## src/rtl/vga_mem_arbiter.sv

```systemverilog
// Shares one synchronous single-port memory between the VGA bit generator and the CPU.
// VGA wins during active video, CPU wins in blanking, and a wait counter bounds CPU starvation.
module vga_mem_arbiter #(
    parameter int unsigned ADDR_W       = 16,
    parameter int unsigned DATA_W       = 16,
    parameter int unsigned CPU_WAIT_MAX = 4
) (
    input  logic              clk,
    input  logic              reset,
    input  logic              bright,
    input  logic              vga_req,
    input  logic [ADDR_W-1:0] vga_addr,
    output logic              vga_ack,
    output logic [DATA_W-1:0] vga_rdata,
    input  logic              cpu_req,
    input  logic              cpu_we,
    input  logic [ADDR_W-1:0] cpu_addr,
    input  logic [DATA_W-1:0] cpu_wdata,
    output logic              cpu_ack,
    output logic [DATA_W-1:0] cpu_rdata,
    output logic [ADDR_W-1:0] mem_addr,
    output logic              mem_we,
    output logic [DATA_W-1:0] mem_wdata,
    input  logic [DATA_W-1:0] mem_rdata
);

    localparam int unsigned CNT_W = 4;

    typedef enum logic [2:0] {
        IDLE,
        VGA_ISSUE,
        VGA_RESP,
        CPU_RD_ISSUE,
        CPU_RD_RESP,
        CPU_WR
    } state_t;

    state_t            state, state_nxt;
    logic [CNT_W-1:0]  wait_cnt, wait_cnt_nxt;
    logic [ADDR_W-1:0] mem_addr_nxt;
    logic              mem_we_nxt;
    logic [DATA_W-1:0] mem_wdata_nxt;
    logic              vga_ack_nxt;
    logic              cpu_ack_nxt;
    logic              cnt_at_max_c;
    logic              cpu_wins_c;
    logic              vga_wins_c;

    // Read data comes straight from the BRAM; the ack qualifies which requester owns it.
    assign vga_rdata = mem_rdata;
    assign cpu_rdata = mem_rdata;

    assign cnt_at_max_c = (wait_cnt == CNT_W'(CPU_WAIT_MAX));
    assign cpu_wins_c   = cpu_req && (!vga_req || !bright || cnt_at_max_c);
    assign vga_wins_c   = vga_req && !cpu_wins_c;

    always_ff @(posedge clk) begin
        if (reset) begin
            state     <= IDLE;
            wait_cnt  <= '0;
            mem_addr  <= '0;
            mem_we    <= 1'b0;
            mem_wdata <= '0;
            vga_ack   <= 1'b0;
            cpu_ack   <= 1'b0;
        end else begin
            state     <= state_nxt;
            wait_cnt  <= wait_cnt_nxt;
            mem_addr  <= mem_addr_nxt;
            mem_we    <= mem_we_nxt;
            mem_wdata <= mem_wdata_nxt;
            vga_ack   <= vga_ack_nxt;
            cpu_ack   <= cpu_ack_nxt;
        end
    end

    // Requests are only sampled in IDLE, so a req still high during RESP never re-issues.
    always_comb begin
        state_nxt     = state;
        wait_cnt_nxt  = wait_cnt;
        mem_addr_nxt  = mem_addr;
        mem_we_nxt    = 1'b0;
        mem_wdata_nxt = mem_wdata;

        case (state)
            IDLE: begin
                if (cpu_wins_c) begin
                    wait_cnt_nxt = '0;
                    mem_addr_nxt = cpu_addr;
                    if (cpu_we) begin
                        state_nxt     = CPU_WR;
                        mem_we_nxt    = 1'b1;
                        mem_wdata_nxt = cpu_wdata;
                    end else begin
                        state_nxt = CPU_RD_ISSUE;
                    end
                end else begin
                    if (vga_wins_c) begin
                        state_nxt    = VGA_ISSUE;
                        mem_addr_nxt = vga_addr;
                    end
                    if (!cpu_req) begin
                        wait_cnt_nxt = '0;
                    end else if (vga_wins_c && !cnt_at_max_c) begin
                        wait_cnt_nxt = wait_cnt + CNT_W'(1);
                    end
                end
            end
            VGA_ISSUE:    state_nxt = VGA_RESP;
            VGA_RESP:     state_nxt = IDLE;
            CPU_RD_ISSUE: state_nxt = CPU_RD_RESP;
            CPU_RD_RESP:  state_nxt = IDLE;
            CPU_WR:       state_nxt = IDLE;
            default:      state_nxt = IDLE;
        endcase

        vga_ack_nxt = (state_nxt == VGA_RESP);
        cpu_ack_nxt = (state_nxt == CPU_RD_RESP) || (state_nxt == CPU_WR);
    end

endmodule

```

## config.mk

```make
export PLATFORM = sky130hd
export DESIGN_NAME = vga_mem_arbiter
export DESIGN_NICKNAME = d
export VERILOG_FILES = /design/src/rtl/vga_mem_arbiter.sv
export SDC_FILE = /design/constraint.sdc
export NUM_CORES = 1
export LEC_CHECK = 0
export ABC_CLOCK_PERIOD_IN_PS = 3400
export CAP_MARGIN = 10
export CORE_MARGIN = 2
export CORE_UTILIZATION = 42
export CTS_BUF_LIST = sky130_fd_sc_hd__clkbuf_4
export CTS_CLUSTER_DIAMETER = 80
export DETAILED_ROUTE_END_ITERATION = 16
export HOLD_SLACK_MARGIN = 0.15
export PLACE_DENSITY = 0.89
export SETUP_SLACK_MARGIN = 0.15
export SKIP_CTS_REPAIR_TIMING = 1
export SYNTH_ARGS = -nofsm -noshare
export SYNTH_HDL_FRONTEND = slang
export SYNTH_SLANG_ARGS = --single-unit
```

## constraint.sdc

```tcl
create_clock -name clk -period 3.4 [get_ports clk]
set_input_delay 0.68 -clock clk [delete_from_list [all_inputs] [get_ports clk]]
set_output_delay 0.68 -clock clk [all_outputs]
set_load 0.1 [all_outputs]
```

### Yosys cells after proc, flatten, opt, wreduce, memory -nomap -nowiden

Index checks and enable logic that the tools add are counted.
Widths: inputs -> output; s select.

* flip-flop bits (word level): 42
* input bits: 70
* output and inout port bits: 67
* word-level logic and storage cells: 43

* add/sub/neg operators: 1
* equality and inequality tests: 7
* mux-type cells: 10
* bitwise gates (word level): 2
* reductions and logical operators: 16

Operators with widths (number)
* $mux 16: 2
* $mux 4: 3
* $mux 3: 3
* $pmux 3 s3: 1
* $eq 3x2->1 const B: 2
* $eq 3x3->1 const B: 2
* $add 4x1->4 const B: 1
* $eq 4x3->1 const B: 1
* $logic_not 1->1: 4
* $reduce_and 2->1: 2
* $eq 3x1->1 const B: 1
* $logic_and 1x1->1: 3
* $logic_not 3->1: 1
* $logic_or 1x1->1: 3
* $ne 3x1->1 const B: 1
* $reduce_and 3->1: 1
* $reduce_or 3->1: 1
* $not 1->1: 2
* $reduce_bool 2->1: 1
* $mux 1: 1

### Depth between registers and ports, before layout

* depth in word-level cells: 11
* gate-level depth with buffers: 8
* mapped depth without buffers: 5

### Least setup slack after synthesis

OpenSTA, ideal clock, no wires.

* path type: input-to-reg
* from: input port cpu_req
* to: register mem_addr[0]
* setup time: 0.091 ns
* arrival time: 1.664 ns
* required time: 3.309 ns
* slack: 1.645 ns
* stages: 6
* cell sequence: or2_1 > buf_2 > and2_1 > buf_2 > buf_2 > a311oi_1

* cells in the longest elaborated chain, start to end: 5

Ends and longest elaborated chain
* start, declared: RTL line 15 `input logic cpu_req,`
* $logic_and 1x1->1 (*): RTL line 54 `assign cpu_wins_c = cpu_req && (!vga_req || !bright || cnt_at_max_c);`
* $logic_not 1->1: RTL line 55 `assign vga_wins_c = vga_req && !cpu_wins_c;`
* $logic_and 1x1->1: RTL line 55
* $reduce_bool 2->1 (no source line)
* $reduce_and 2->1 (no source line)
* end signal, assigned: RTL line 69 `mem_addr <= mem_addr_nxt;`
* end, declared: RTL line 21 `output logic [ADDR_W-1:0] mem_addr,`

Mark *: on every way between the ends. The rest lies on a longest branch, timed or not.
A chain may end at the register's enable or synchronous reset.

### Worst setup path after layout

* from: register mem_addr[13]
* to: output port mem_addr[13]

No word-level cell between the ends.

==> results.yml <==
grt:
  grt_start_max_net_pins: 35
  overflow: 0
  gr-usage-all-layers: 0.176
  grt_antenna_before_repair: 0
  grt_first_pass_wirelength_um: 8710
  first_global_vias: 1833
routing:
  drtIter0Drc: 75
  first_pass_iters: 4
  viasPerCell: 5.28
  detail_route.wl_per_cell_um: 14.9
  antenna_violating_nets_left: 0
  routed_wl_um: 5470
  drc: 0
  vias: 1936
setup_path:
  setup.worst_path.end_class: "output port"
  critPathMaxFanout: 2
  cp_data_arrival_time_ns: 1.87
  critPathSlowestCell: "clkdlybuf4s50_1"
  critPathMaxStageDelay_ns: 1.15
  critical_path_startpoint_category: "flip-flop"
  worst-endpoint-required_ns: 2.72
  worstPathCellList: "clkdlybuf4s50_1"
  critPathTopFamily: "buffers and inverters"
  cp.buffers_inverters: 1
  crit_type: "flip-flop to output port"
logic_synthesis:
  post_synth_fa_ha_maj_area_fraction: 0.0110
  post_synth_xor_area_fraction: 0
  cells_after_synth: 252
  synthSimpleGateAreaFrac: 0.195
  synthDistinctLibCells: 34
  ys_warn_count: 0
  synth_enable_flop_cells: 0
  synth-main-ff-cell: "dfxtp_1"
  async_reset_ff_frac: 0
  syn-mean-instance-area_sq_um: 9.01
  synth_mux_area_frac: 0.0706
  synth.ff_latch_count: 42
  area_fraction_in_compound_gates_after_synthesis: 0.185
  yosysSeqAreaShare: 0.370
  netlist_area_sq_um: 2270
  main_combinational_cell_family_by_area_after_synthesis: "simple AND/OR/NAND/NOR gates"
  synth_fp_nets: 324
clocking:
  cts-buffers-inserted: 5
  cts_root_buf: "clkbuf_4"
  tritoncts: "yes"
  cts.path.max_buffers: 2
  clk_pin_slew_worst_paths_ns: 0.11
  cts_num_sinks: 42
  h_tree_lvls: 2
  clock_latency_on_the_worst_skew_pair_ns: 0.35
finish:
  final_cell_mix: "clkdlybuf4s50_1, dfxtp_1, nand2b_1"
  finish.net_count: 369
  post_route_cells_drive_above_1_share: 0.0673
  most_common_cell_after_layout_fill_and_taps_aside: "clkdlybuf4s50_1"
  n_antenna_cell: 0
  synth_to_layout_area_growth_pct: 30.2
  final_util: 0.571
  stdcell_area_sq_um: 2950
timing:
  report.final.setup_viol: 0
  final.setup_skew_ns: 0.00221
  timing.hold.ws_ns: 0.481
  post-route-worst-setup-slack_ns: 0.848
  finalWorstPathRequiredPeriod_ns: 2.55
  slew_viol_final: 0
  max_freq_ghz: 0.392
  rsz0062_at_grt: "no"
  slew_headroom: 0.344
  fin_crit_sh: 0.751
  transition_time_at_the_pin_with_the_least_slew_margin_ns: 0.980
  hold_violations: 0
  finalSetupTns_ns: 0
placed_design:
  place.port_buffers: 88
  place_worst_setup_slack_ns: 0.799
  finalWeightedCongestion: 0.728
  detailed_place_hpwl_um: 3920
  dpl-instance-area_sq_um: 2900
floorplanning:
  dieHeight_um: 77.5
  floorplan.io_pins: 137
  dieWidth_um: 77.5
  initial_core_util: 0.439
  core_region_area_sq_um: 5170
  rows: 26
  floorplan.die_area_sq_um: 6010
power:
  pwr_density_cell_nw_per_um2: 463
  static_leak_nw: 1.03
  ir_worst_vdd_v: 0.000244
job:
  max_cap_viol_count: 0
worst_hold_path:
  min_path_type: "flip-flop to flip-flop"
outcome:
  status: "completed"
-- kinds of logic after synthesis --
family | count (synthesis)
flip-flops | 42
AO/OA/AOI/OAI | 59
multiplexers | 16
adder cells (fa/ha/maj) | 2
buffers and inverters | 58
AND/OR/NAND/NOR | 75
-- worst min-delay path, cell delays in order (launching register included) --
cell	delay (ns)
dfxtp_1	0.33
nand2b_1	0.06
mux2i_1	0.06
-- registers in the layout, summed over array words and instances, names as in the netlist --
name       count
mem_addr      16
vga_ack        1
mem_we         1
cpu_ack        1
mem_wdata     16
state          3
wait_cnt       4
-- power by group --
part           total (mW)  internal [mW]  switching [mW]
logic               0.562          0.173           0.389
registers           0.560          0.534          0.0262
clock network       0.245         0.0941           0.151
total                1.37          0.801           0.566
-- final timing paths --
path | startpoint | to | slack (ns) | cells past startpoint
setup / recovery | mem_addr[13] | mem_addr[13] | 0.85 | 1
hold reg to reg | mem_wdata[10] | mem_wdata[10] | 0.48 | 2
hold / removal | mem_wdata[10] | mem_wdata[10] | 0.48 | 2
setup reg to reg | wait_cnt[0] | mem_wdata[5] | 1.32 | 6
-- cells in the mapped netlist, types with 2 or more instances --
library cell | count | share of area
a211oi_1 | 2 | 0.0066
buf_4 | 32 | 0.11
nand4b_1 | 3 | 0.012
nand4_1 | 3 | 0.0083
ha_1 | 2 | 0.011
a311oi_1 | 16 | 0.062
nor3_1 | 2 | 0.0044
mux2i_1 | 16 | 0.071
o211ai_1 | 16 | 0.053
buf_2 | 8 | 0.018
dfxtp_1 | 42 | 0.37
nand2_1 | 6 | 0.0099
nand3_1 | 18 | 0.040
a21oi_1 | 19 | 0.042
and2_1 | 3 | 0.0083
a31oi_1 | 2 | 0.0055
inv_1 | 2 | 0.0033
buf_6 | 3 | 0.015
nand2b_1 | 32 | 0.088
clkbuf_1 | 11 | 0.018
-- layout make-up --
cell class	count	area, sq um
clock buffers	7	52.6
fillers	460	2220
inverters	2	7.51
multi-input cells	152	1050
flip-flops and latches	42	841
well taps	70	87.6
repair buffers	94	913
-- routing by layer --
| layer | up-vias | GRT usage | wire length (um) |
|---|---|---|---|
| met5 | - | 0 | 0 |
| met4 | 0 | 0.0696 | 118 |
| met2 | 64 | 0.300 | 2670 |
| li1 | 965 | - | - |
| met1 | 896 | 0.209 | 2350 |
| met3 | 11 | 0.0477 | 333 |
-- stage by stage --
| stage | std cells | power [mW] |
|---|---|---|
| 2_1_floorplan | 252 | 1.15 |
| 3_3_place_gp | 360 | 1.13 |
| 3_5_place_dp | 360 | 1.13 |
| 4_1_cts | 367 | 1.37 |
| 5_1_grt | 367 | 1.42 |
| 6_report | 367 | 1.37 |
Note: power is estimated with default switching activity, not from simulation.
